==> src/rtl/exc_commit_pkg.sv <==
// Shared ExcCode values, Status bit index and enum types for the commit-stage exception logic.
package exc_commit_pkg;

  localparam logic [4:0] EXC_INT  = 5'd0;
  localparam logic [4:0] EXC_ADEL = 5'd4;
  localparam logic [4:0] EXC_ADES = 5'd5;
  localparam logic [4:0] EXC_SYS  = 5'd8;
  localparam logic [4:0] EXC_BP   = 5'd9;
  localparam logic [4:0] EXC_RI   = 5'd10;
  localparam logic [4:0] EXC_OV   = 5'd12;
  localparam logic [4:0] EXC_TR   = 5'd13;

  localparam int STATUS_BEV = 22;

  typedef enum logic [1:0] {
    BADV_NONE = 2'd0,
    BADV_PC   = 2'd1,
    BADV_ADDR = 2'd2
  } badv_sel_t;

  typedef enum logic {
    IDLE     = 1'b0,
    REDIRECT = 1'b1
  } state_t;

endpackage

==> src/rtl/exc_commit_if.sv <==
// Commit-stage bundle: instruction info in, CP0 report / flush / fetch redirect out.
// exc_tr exists only when EXC_TRAP_EN is defined.
interface exc_commit_if;
  logic        commit_valid;
  logic [31:0] commit_pc;
  logic        commit_bd;
  logic [31:0] commit_badva;
  logic        exc_if_adel;
  logic        exc_ri;
  logic        exc_ov;
`ifdef EXC_TRAP_EN
  logic        exc_tr;
`endif
  logic        exc_sys;
  logic        exc_bp;
  logic        exc_mem_adel;
  logic        exc_mem_ades;
  logic        commit_eret;
  logic        int_response;
  logic [31:0] cp0_status;
  logic [31:0] cp0_epc;
  logic        exc_valid;
  logic [4:0]  exc_excode;
  logic        exc_bd;
  logic [31:0] exc_epc;
  logic [31:0] exc_badvaddr;
  logic        exc_eret;
  logic        flush;
  logic        redirect_valid;
  logic [31:0] redirect_pc;
  logic        redirect_ready;

  // Pipeline/fetch/CP0 environment side.
  modport master (
    output commit_valid, commit_pc, commit_bd, commit_badva,
           exc_if_adel, exc_ri, exc_ov,
`ifdef EXC_TRAP_EN
           exc_tr,
`endif
           exc_sys, exc_bp, exc_mem_adel, exc_mem_ades,
           commit_eret, int_response, cp0_status, cp0_epc, redirect_ready,
    input  exc_valid, exc_excode, exc_bd, exc_epc, exc_badvaddr, exc_eret,
           flush, redirect_valid, redirect_pc
  );

  // Exception initiator side.
  modport slave (
    input  commit_valid, commit_pc, commit_bd, commit_badva,
           exc_if_adel, exc_ri, exc_ov,
`ifdef EXC_TRAP_EN
           exc_tr,
`endif
           exc_sys, exc_bp, exc_mem_adel, exc_mem_ades,
           commit_eret, int_response, cp0_status, cp0_epc, redirect_ready,
    output exc_valid, exc_excode, exc_bd, exc_epc, exc_badvaddr, exc_eret,
           flush, redirect_valid, redirect_pc
  );
endinterface

==> src/rtl/exc_commit_prio_enc.sv <==
// Fixed-priority encoder: exception flags -> {hit, excode, badvaddr source}.
// The Tr input and its priority slot exist only when EXC_TRAP_EN is defined.
module exc_prio_enc
  import exc_commit_pkg::*;
(
  input  logic      int_response,
  input  logic      if_adel,
  input  logic      ri,
  input  logic      ov,
`ifdef EXC_TRAP_EN
  input  logic      tr,
`endif
  input  logic      sys,
  input  logic      bp,
  input  logic      mem_adel,
  input  logic      mem_ades,
  output logic      hit,
  output logic [4:0] excode,
  output badv_sel_t badv_sel
);

  always_comb begin
    hit      = 1'b1;
    excode   = EXC_INT;
    badv_sel = BADV_NONE;
    if (int_response) begin
      excode = EXC_INT;
    end else if (if_adel) begin
      excode   = EXC_ADEL;
      badv_sel = BADV_PC;
    end else if (ri) begin
      excode = EXC_RI;
    end else if (ov) begin
      excode = EXC_OV;
`ifdef EXC_TRAP_EN
    end else if (tr) begin
      excode = EXC_TR;
`endif
    end else if (sys) begin
      excode = EXC_SYS;
    end else if (bp) begin
      excode = EXC_BP;
    end else if (mem_adel) begin
      excode   = EXC_ADEL;
      badv_sel = BADV_ADDR;
    end else if (mem_ades) begin
      excode   = EXC_ADES;
      badv_sel = BADV_ADDR;
    end else begin
      hit = 1'b0;
    end
  end

endmodule

==> src/rtl/exc_commit.sv <==
// Commit-stage exception/ERET initiator: CP0 report, pipeline flush and held fetch redirect.
// Optional trap exception enabled by defining EXC_TRAP_EN.
module exc_commit
  import exc_commit_pkg::*;
#(
  parameter logic [31:0] VEC_NORMAL = 32'h8000_0180,
  parameter logic [31:0] VEC_BEV    = 32'hBFC0_0380
) (
  input logic         clk,
  input logic         reset,
  exc_commit_if.slave bus
);

  state_t      state;
  logic        hit;
  logic [4:0]  excode;
  badv_sel_t   badv_sel;
  logic        take;
  logic [31:0] target;
  logic [31:0] badv;
  logic        redirect_valid_q;
  logic [31:0] redirect_pc_q;

  exc_prio_enc u_prio (
    .int_response (bus.int_response),
    .if_adel      (bus.exc_if_adel),
    .ri           (bus.exc_ri),
    .ov           (bus.exc_ov),
`ifdef EXC_TRAP_EN
    .tr           (bus.exc_tr),
`endif
    .sys          (bus.exc_sys),
    .bp           (bus.exc_bp),
    .mem_adel     (bus.exc_mem_adel),
    .mem_ades     (bus.exc_mem_ades),
    .hit          (hit),
    .excode       (excode),
    .badv_sel     (badv_sel)
  );

  // Only one report per redirect: a pending redirect blocks any new take.
  assign take = bus.commit_valid && (state == IDLE) && (hit || bus.commit_eret);

  always_comb begin
    case (badv_sel)
      BADV_PC:   badv = bus.commit_pc;
      BADV_ADDR: badv = bus.commit_badva;
      default:   badv = 32'd0;
    endcase
  end

  assign target = hit ? (bus.cp0_status[STATUS_BEV] ? VEC_BEV : VEC_NORMAL) : bus.cp0_epc;

  assign bus.exc_valid    = take;
  assign bus.exc_excode   = (take && hit) ? excode : 5'd0;
  assign bus.exc_bd       = take && bus.commit_bd;
  assign bus.exc_epc      = !take ? 32'd0 :
                            (bus.commit_bd ? bus.commit_pc - 32'd4 : bus.commit_pc);
  assign bus.exc_badvaddr = take ? badv : 32'd0;
  assign bus.exc_eret     = take && !hit;
  assign bus.flush        = take || (state == REDIRECT);

  // Redirect stage: target captured at the take edge, held until fetch accepts.
  always_ff @(posedge clk) begin
    if (reset) begin
      state            <= IDLE;
      redirect_valid_q <= 1'b0;
      redirect_pc_q    <= 32'd0;
    end else begin
      case (state)
        IDLE: begin
          if (take) begin
            state            <= REDIRECT;
            redirect_valid_q <= 1'b1;
            redirect_pc_q    <= target;
          end
        end
        REDIRECT: begin
          if (bus.redirect_ready) begin
            state            <= IDLE;
            redirect_valid_q <= 1'b0;
          end
        end
        default: begin
          state            <= IDLE;
          redirect_valid_q <= 1'b0;
        end
      endcase
    end
  end

  assign bus.redirect_valid = redirect_valid_q;
  assign bus.redirect_pc    = redirect_pc_q;

endmodule

==> src/flat_wrapper.sv <==
// flat-port wrapper written by rule: the top's interface ports become plain ports
module exc_commit_flat import exc_commit_pkg::*;
#(
  parameter logic [31:0] VEC_NORMAL = 32'h8000_0180,
  parameter logic [31:0] VEC_BEV    = 32'hBFC0_0380
)
  (clk, reset, bus_commit_valid, bus_commit_pc, bus_commit_bd, bus_commit_badva, bus_exc_if_adel, bus_exc_ri, bus_exc_ov, bus_exc_sys, bus_exc_bp, bus_exc_mem_adel, bus_exc_mem_ades, bus_commit_eret, bus_int_response, bus_cp0_status, bus_cp0_epc, bus_redirect_ready, bus_exc_valid, bus_exc_excode, bus_exc_bd, bus_exc_epc, bus_exc_badvaddr, bus_exc_eret, bus_flush, bus_redirect_valid, bus_redirect_pc);
  exc_commit_if bus_i ();
  input logic clk;
  input logic reset;
  input wire logic [$bits(bus_i.commit_valid)-1:0] bus_commit_valid;
  input wire logic [$bits(bus_i.commit_pc)-1:0] bus_commit_pc;
  input wire logic [$bits(bus_i.commit_bd)-1:0] bus_commit_bd;
  input wire logic [$bits(bus_i.commit_badva)-1:0] bus_commit_badva;
  input wire logic [$bits(bus_i.exc_if_adel)-1:0] bus_exc_if_adel;
  input wire logic [$bits(bus_i.exc_ri)-1:0] bus_exc_ri;
  input wire logic [$bits(bus_i.exc_ov)-1:0] bus_exc_ov;
  input wire logic [$bits(bus_i.exc_sys)-1:0] bus_exc_sys;
  input wire logic [$bits(bus_i.exc_bp)-1:0] bus_exc_bp;
  input wire logic [$bits(bus_i.exc_mem_adel)-1:0] bus_exc_mem_adel;
  input wire logic [$bits(bus_i.exc_mem_ades)-1:0] bus_exc_mem_ades;
  input wire logic [$bits(bus_i.commit_eret)-1:0] bus_commit_eret;
  input wire logic [$bits(bus_i.int_response)-1:0] bus_int_response;
  input wire logic [$bits(bus_i.cp0_status)-1:0] bus_cp0_status;
  input wire logic [$bits(bus_i.cp0_epc)-1:0] bus_cp0_epc;
  input wire logic [$bits(bus_i.redirect_ready)-1:0] bus_redirect_ready;
  output wire logic [$bits(bus_i.exc_valid)-1:0] bus_exc_valid;
  output wire logic [$bits(bus_i.exc_excode)-1:0] bus_exc_excode;
  output wire logic [$bits(bus_i.exc_bd)-1:0] bus_exc_bd;
  output wire logic [$bits(bus_i.exc_epc)-1:0] bus_exc_epc;
  output wire logic [$bits(bus_i.exc_badvaddr)-1:0] bus_exc_badvaddr;
  output wire logic [$bits(bus_i.exc_eret)-1:0] bus_exc_eret;
  output wire logic [$bits(bus_i.flush)-1:0] bus_flush;
  output wire logic [$bits(bus_i.redirect_valid)-1:0] bus_redirect_valid;
  output wire logic [$bits(bus_i.redirect_pc)-1:0] bus_redirect_pc;
  assign bus_i.commit_valid = bus_commit_valid;
  assign bus_i.commit_pc = bus_commit_pc;
  assign bus_i.commit_bd = bus_commit_bd;
  assign bus_i.commit_badva = bus_commit_badva;
  assign bus_i.exc_if_adel = bus_exc_if_adel;
  assign bus_i.exc_ri = bus_exc_ri;
  assign bus_i.exc_ov = bus_exc_ov;
  assign bus_i.exc_sys = bus_exc_sys;
  assign bus_i.exc_bp = bus_exc_bp;
  assign bus_i.exc_mem_adel = bus_exc_mem_adel;
  assign bus_i.exc_mem_ades = bus_exc_mem_ades;
  assign bus_i.commit_eret = bus_commit_eret;
  assign bus_i.int_response = bus_int_response;
  assign bus_i.cp0_status = bus_cp0_status;
  assign bus_i.cp0_epc = bus_cp0_epc;
  assign bus_i.redirect_ready = bus_redirect_ready;
  assign bus_exc_valid = bus_i.exc_valid;
  assign bus_exc_excode = bus_i.exc_excode;
  assign bus_exc_bd = bus_i.exc_bd;
  assign bus_exc_epc = bus_i.exc_epc;
  assign bus_exc_badvaddr = bus_i.exc_badvaddr;
  assign bus_exc_eret = bus_i.exc_eret;
  assign bus_flush = bus_i.flush;
  assign bus_redirect_valid = bus_i.redirect_valid;
  assign bus_redirect_pc = bus_i.redirect_pc;
  exc_commit #(.VEC_NORMAL(VEC_NORMAL), .VEC_BEV(VEC_BEV)) u_core (.clk(clk), .reset(reset), .bus(bus_i));
endmodule
==> config.mk <==
export PLATFORM = sky130hd
export DESIGN_NAME = exc_commit_flat
export DESIGN_NICKNAME = d
export VERILOG_FILES = /design/src/rtl/exc_commit_pkg.sv /design/src/rtl/exc_commit_if.sv /design/src/rtl/exc_commit_prio_enc.sv /design/src/rtl/exc_commit.sv /design/src/flat_wrapper.sv
export SDC_FILE = /design/constraint.sdc
export NUM_CORES = 1
export LEC_CHECK = 0
export ABC_AREA = 1
export CAP_MARGIN = 20
export CELL_PAD_IN_SITES_DETAIL_PLACEMENT = 1
export CELL_PAD_IN_SITES_GLOBAL_PLACEMENT = 2
export CORE_ASPECT_RATIO = 0.6
export CORE_UTILIZATION = 16
export CTS_BUF_LIST = sky130_fd_sc_hd__clkbuf_8
export CTS_CLUSTER_DIAMETER = 30
export DETAILED_ROUTE_END_ITERATION = 7
export PLACE_DENSITY = 0.95
export SYNTH_ARGS = -nofsm -noshare
export SYNTH_HDL_FRONTEND = slang
export SYNTH_SLANG_ARGS = --single-unit
==> constraint.sdc <==
create_clock -name clk -period 2.93 [get_ports clk]
set_clock_uncertainty 0.05 [all_clocks]
set_input_delay 0.293 -clock clk [delete_from_list [all_inputs] [get_ports clk]]
set_output_delay 0.293 -clock clk [all_outputs]
set_load 0.01 [all_outputs]
==> impl_results.md, run 1 <==
* Status: finished clean
* Die width at 178.3 µm
* CTS Hold Bufs at 0
* # DRC at 0
* Area after DPL at 5738 µm²
* Period minus WS final at 2.779 ns
* PwrDens at 251.7 nW/µm²
* Grt total ovfl at 0
* Wire per inst at 15.38 µm
* Vias per cell at 4.253
* Die H at 107.8 µm
* Syn Std Cell Area at 2983 µm²
* Total track usage at 0.1584
* Unrepaired setup endpoints after global routing: no
* Total power after layout at 1.501 mW
* Num CTS Buffers at 5
* Post-synthesis cell type count at 34
* CP Max Fanout at 50
* Filler cell count at 2297
* Slew Limit Fails at 0
* Ports at 248
* Crit start category: primary input
* XOR/XNOR Fraction of Synth Area at 0.02349
* Hold Crit Class: register to register
* Synth area leader: nand2_1
* Post-Synth Adder-Cell Area at 0.01258
* Multi-input logic area at 2108 µm²
* Max_cap viols at 0
* Iter 0 DRT Violations at 140
* Register area at 680.7 µm²
* Rows at 38
* Main synth FF type: dfxtp_1
* Worst Slack Setup Final at 0.1506 ns
* Syn Inst Count at 518
* Area Overhead vs Synth at 99.92%
* Clk Tree Root Cell: clkbuf_8
* Post-route ant nets at 0
* Final setup viols at 0
* Worst VDD drop at 0.1313 mV
* Final Wtd Congestion at 0.7829
* Asr flop ratio synth at 0
* DP Wirelength at 12620 µm
* Clock Latency Late Sink at 0.29 ns
* Leakage at 2.481 nW
* Area contributors post-synth: nand2_1 24%, dfxtp_1 23%, nor2_1 10%
* Routed Wire Length at 15470 µm
* Nets@finish at 910
* H-tree levels at 2
* Simple-Gate Fraction of Synth Area at 0.4425
* Initial antenna violation count at 0
* Fmax at 0.3598 GHz
* CTS Buffer Depth at 2
* Slew @ Worst Pin at 0.6577 ns
* Synth warn at 0
* Worst relative slew slack at 0.5586
* Switch share at 0.3054
* CP Capture Type: output pin
* Sw Pwr at 0.4584 mW
* Number of flops mapped to enable cells by yosys at 0
* Combinational fraction of design power at 0.390
* Vias at 4279
* Post-synthesis compound-gate area fraction at 0.1967
* CORE AREA at 18160 µm²
* Critical path class: primary input to output pin
* Tcrit/Tclk final at 0.9486
* Largest net degree at the start of global routing at 51
* IO Port Bufs at 215
* Post-route cell area at 5963 µm²
* Layout Cells excl Fill at 1006
* TritonCTS clock tree: done
* Starting Density at 0.1642
* Synth top area share at 0.2416
* #FFs+latches synth at 34
* Pre-CTS WS at -0.3388 ns
* Post-synthesis net count at 663
* Pint at 1.042 mW
* Sequential Power Share at 0.323
* Final hold violation count at 0
* Clock Sinks at 34
* Ant. Diodes at 0
* CP arrival at 2.44 ns
* Die Area at 19210 µm²
* Mux cell area share after synthesis at 0
* Total negative setup slack at 0 ns
* Mapped Avg Cell Area at 5.758 µm²
* Clk pwr share at 0.287
* Pre-antenna DRT Iters at 4
* Sequential-to-total area share from yosys stat at 0.2282
* Worst-path clk slew at 0.07 ns
* First-pass GRT wire length at 23630 µm
* Layout cell share with drive strength beyond 1 at 0.1371
* Vias in the first global route at 4446
* Cells after DPL at 996
* Largest family of logic cells by synthesized area: simple AND/OR/NAND/NOR gates
* Required @ worst endpoint at 2.59 ns
[registers in the layout, indices dropped and copies added, names as in the netlist]
name,count
u_core.bus.redirect_pc,32
u_core.bus.redirect_valid,1
u_core.state,1
[power by group through the flow]
stage               logic [mW]  clock network [mW]  registers, mW
floorplan                0.182                   0          0.502
global placement         0.575                   0          0.495
detailed placement       0.578                   0          0.496
CTS                      0.593               0.445          0.485
global route             0.634               0.467          0.488
finish                   0.585               0.430          0.485
[what timing repair did]
item                                    in CTS  in global routing
pin swaps                                    1                  1
resized for setup                           38                 20
cloned                                       1                  0
endpoints found under the setup margin      35                 23
buffers inserted                             0                  1
[critical path, cell delays in order]
cell,delay [ns]
clkdlybuf4s50_1,0.52
nor2_2,0.06
buf_4,0.13
nand2_1,0.13
nor2_2,0.07
nand2_1,0.09
nand2_4,0.07
buf_12,0.18
nor3_1,0.25
clkdlybuf4s50_1,0.60
[per-stage QoR]
| step | util | hold WS, ns |
|---|---|---|
| final | 0.3283 | 0.4177 |
| after floorplan | - | 0.3121 |
| after detailed placement | 0.3159 | 0.4080 |
| after global routing | 0.3283 | 0.4393 |
| after CTS | 0.3248 | 0.4198 |
| after global placement | 0.3159 | 0.4019 |
[per-layer routing]
| metal | up-vias | track usage | wire length (µm) | share of wire |
|---|---|---|---|---|
| li1 | 2158 | - | - | - |
| met1 | 1977 | 0.2135 | 7518 | 0.49 |
| met2 | 135 | 0.2515 | 6672 | 0.43 |
| met3 | 9 | 0.04732 | 1205 | 0.078 |
| met4 | 0 | 0.02300 | 73 | 0.0047 |
| met5 | - | 0 | 0 | 0 |
[logic make-up (layout without fill, tap and decap cells)]
logic type               Yosys count  in the layout
other                              1              1
AND/OR/NAND/NOR                  319            319
XOR/XNOR                           8              8
buffers and inverters             61            309
flip-flops                        34             34
AO/OA/AOI/OAI                     92             92
adder cells (fa/ha/maj)            3              3
[path summary, 6_finish.rpt]
kind	cells after the start	slack [ns]	end	start
setup / recovery	10	0.15	bus_exc_epc[13]	bus_int_response
hold reg to reg	2	0.42	u_core.bus.redirect_pc[25]	u_core.bus.redirect_pc[25]
hold / removal	2	0.42	u_core.bus.redirect_pc[25]	u_core.bus.redirect_pc[25]
setup reg to reg	7	1.30	u_core.bus.redirect_pc[10]	u_core.state
[cells in the mapped netlist (2+ instances only)]
library cell	instances
a211oi_1	33
a21oi_1	35
a21oi_2	10
buf_2	7
buf_4	5
buf_6	2
clkbuf_1	12
dfxtp_1	34
ha_1	3
inv_1	33
nand2_1	192
nand2_2	9
nand3_1	9
nand4_1	2
nor2_1	82
nor2_2	5
nor2_4	2
nor3_1	6
nor3b_1	2
nor4_1	2
o21ai_0	9
o21ai_1	2
o21bai_1	2
or2_2	4
xnor2_1	2
xor2_1	6
[layout make-up]
class / instances / area share
clock buffers: 5 / 0.01154
clock inverters: 3 / 0.006295
inverters: 34 / 0.02161
multi-input cells: 423 / 0.3535
flip-flops and latches: 34 / 0.1141
well taps: 240 / 0.05036
repair buffers: 267 / 0.4425
[layout by cell type (no fill, tap or decap), types with 5 or more instances in the layout]
cell	netlist	layout
a211oi_1	33	31
a21oi_1	35	35
a21oi_2	10	10
buf_12	0	6
buf_4	5	45
clkbuf_8	0	5
clkdlybuf4s50_1	0	176
dfxtp_1	34	34
dlygate4sd2_1	0	27
dlymetal6s2s_1	0	12
inv_1	33	35
nand2_1	192	190
nand2_2	9	10
nand3_1	9	9
nor2_1	82	76
nor2_2	5	8
nor2_4	2	5
nor3_1	6	5
o21ai_0	9	9
xor2_1	6	6
Power figures use the tool's default switching activity.
==> run 2: changes to the inputs <==
--- a/config.mk
+++ b/config.mk
@@ -14,6 +14,7 @@
 export CTS_BUF_LIST = sky130_fd_sc_hd__clkbuf_8
 export CTS_CLUSTER_DIAMETER = 30
 export DETAILED_ROUTE_END_ITERATION = 7
+export GPL_TIMING_DRIVEN = 0
 export PLACE_DENSITY = 0.95
 export SYNTH_ARGS = -nofsm -noshare
 export SYNTH_HDL_FRONTEND = slang
==> run 2 against run 1 <==
  * Global-route usage grew 0.74 points
  * Sequential power is essentially flat
  * Utilization shrank 1.3 points
  * Via count shrank 0.61%
  * Final cell count shrank 2.1%
  * Fmax shrank 0.48%
  * Non-clock buffer count shrank 21
  * Clock power shrank 11%
  * Cell area shrank 3.9%
  * Combinational power shrank 4.4%
  * Critical path depth is the same
==> impl_results.md, run 2 (synthesis results as in run 1) <==
* TritonCTS clock tree: done (unchanged)
* Hold Crit Class: register to register (unchanged)
* Slew @ Worst Pin at 0.7121 ns (was 0.6577 ns)
* Die Area at 19210 µm² (unchanged)
* CP Capture Type: output pin (unchanged)
* Core Util, Final at 0.3154 (was 0.3283)
* Routed Wire Length at 16270 µm (was 15470 µm)
* Hold slack at 0.4182 ns (was 0.4177 ns)
* Period minus WS final at 2.793 ns (was 2.779 ns)
* Total track usage at 0.1658 (was 0.1584)
* Crit start category: primary input (unchanged)
* Num CTS Buffers at 5 (unchanged)
* CP arrival at 2.45 ns (was 2.44 ns)
* Clock Latency Late Sink at 0.30 ns (was 0.29 ns)
* Pre-antenna DRT Iters at 4 (unchanged)
* Largest net degree at the start of global routing at 12 (was 51)
* Worst relative slew slack at 0.5253 (was 0.5586)
* CTS Buffer Depth at 2 (unchanged)
* Grt total ovfl at 0 (unchanged)
* Die H at 107.8 µm (unchanged)
* Status: finished clean (unchanged)
* Max reg flops at 32 (unchanged)
* Unrepaired setup endpoints after global routing: yes (was no)
* Tcrit/Tclk final at 0.9532 (was 0.9486)
* Ant. Diodes at 0 (unchanged)
* PwrDens at 249.3 nW/µm² (was 251.7 nW/µm²)
* Leakage at 2.250 nW (was 2.481 nW)
* CTS Hold Bufs at 0 (unchanged)
* Max_cap viols at 0 (unchanged)
* DP Wirelength at 13450 µm (was 12620 µm)
* Die width at 178.3 µm (unchanged)
* CP cell instances: clkdlybuf4s50_1 > nor2_2 > nand2_1 > nor2_2 > nand2_1 > nand2_2 > buf_6 > buf_4 > nor2_1 > clkdlybuf4s50_1 (was clkdlybuf4s50_1 > nor2_2 > buf_4 > nand2_1 > nor2_2 > nand2_1 > nand2_4 > buf_12 > nor3_1 > clkdlybuf4s50_1)
* Final setup viols at 0 (unchanged)
* Vias in the first global route at 4256 (was 4446)
* First-pass GRT wire length at 24160 µm (was 23630 µm)
* CORE AREA at 18160 µm² (unchanged)
* Ports at 248 (unchanged)
* Final hold violation count at 0 (unchanged)
* Fmax at 0.3580 GHz (was 0.3598 GHz)
* CP bufs+invs at 4 (unchanged)
* Rows at 38 (unchanged)
* Vias per cell at 4.318 (was 4.253)
* Cell family with most CP delay: buffers and inverters (unchanged)
* Worst path slowest cell: clkdlybuf4s50_1 (unchanged)
* Filler cell count at 2289 (was 2297)
* Post-route ant nets at 0 (unchanged)
* Initial antenna violation count at 0 (unchanged)
* IO Port Bufs at 215 (unchanged)
* Wire per inst at 16.52 µm (was 15.38 µm)
* Starting Density at 0.1642 (unchanged)
* Total negative setup slack at 0 ns (unchanged)
* Clk Tree Root Cell: clkbuf_8 (unchanged)
* Area Overhead vs Synth at 92.03% (was 99.92%)
* CP Max Fanout at 10 (was 50)
* Slowest stage delay, CP at 0.49 ns (was 0.60 ns)
* Worst VDD drop at 0.1240 mV (was 0.1313 mV)
* Slew Limit Fails at 0 (unchanged)
* H-tree levels at 2 (unchanged)
* Commonest non-fill, non-tap cell in the layout: nand2_1 (unchanged)
* Clock Sinks at 34 (unchanged)
* Vias at 4253 (was 4279)
* Worst-path clk slew at 0.08 ns (was 0.07 ns)
* Nets@finish at 889 (was 910)
* # DRC at 0 (unchanged)
* Layout cell share with drive strength beyond 1 at 0.1221 (was 0.1371)
* Most frequent cells in the layout: 188 x nand2_1, 175 x clkdlybuf4s50_1, 73 x nor2_1 (was 190 x nand2_1, 176 x clkdlybuf4s50_1, 76 x nor2_1)
* Iter 0 DRT Violations at 142 (was 140)
* Required @ worst endpoint at 2.59 ns (about the same)
* Final Wtd Congestion at 0.8220 (was 0.7829)
* Critical path class: primary input to output pin (unchanged)
[run 2: worst register-to-register path: stages (launching register included)]
cell	delay (ns)
dfxtp_1	0.35
nor2_4	0.22
o21ai_2	0.12
nand2_2	0.16
clkbuf_4	0.26
nor2_1	0.06
nor2_1	0.12
[run 2: final cells by class]
| cell class | count | area (µm²) | share of cell area |
|---|---|---|---|
| timing repair buffer | 219 | 2158 | 0.3768 |
| multi-input combinational | 423 | 2141 | 0.3737 |
| sequential | 34 | 680.7 | 0.1188 |
| tap | 240 | 300.3 | 0.05242 |
| buffer | 27 | 224.0 | 0.03910 |
| inverter | 34 | 128.9 | 0.02250 |
| clock buffer | 6 | 82.58 | 0.01442 |
| clock inverter | 2 | 12.51 | 0.002184 |
[run 2: worst paths after layout]
| path | startpoint | end | slack, ns | cells after the start |
|---|---|---|---|---|
| max | bus_exc_if_adel | bus_exc_epc[9] | 0.14 | 10 |
| min | u_core.bus.redirect_pc[29] | u_core.bus.redirect_pc[29] | 0.42 | 2 |
| max reg2reg | u_core.state | u_core.bus.redirect_pc[7] | 1.51 | 6 |
| min reg2reg | u_core.bus.redirect_pc[29] | u_core.bus.redirect_pc[29] | 0.42 | 2 |
[run 2: repair_timing]
item	CTS	global route
endpoints found under the setup margin	54	20
pin swaps	3	1
resized for setup	75	21
setup buffers	1	3
gates cloned	0	0
[run 2: stage by stage]
stage | area, µm² | setup WS (ns) | power (mW) | instances
after detailed placement | 5435 | -0.8319 | 1.044 | 973
after CTS | 5640 | 0.02213 | 1.451 | 982
after global placement | 5435 | -0.7642 | 1.039 | 973
after floorplan | 2983 | 0.9645 | 0.6839 | 518
after global routing | 5728 | -0.06423 | 1.511 | 985
final | 5728 | 0.1370 | 1.428 | 985
[run 2: power by group]
part | internal, mW | switching [mW]
registers | 0.477 | 0.00839
logic | 0.285 | 0.274
clock network | 0.189 | 0.195
[run 2: per-layer routing]
| layer | up-vias | GRT usage | routed length, µm |
|---|---|---|---|
| met5 | - | 0 | 0 |
| met4 | 0 | 0.01150 | 46 |
| met3 | 5 | 0.04237 | 1182 |
| met2 | 143 | 0.2651 | 6985 |
| met1 | 1985 | 0.2309 | 8055 |
| li1 | 2120 | - | - |
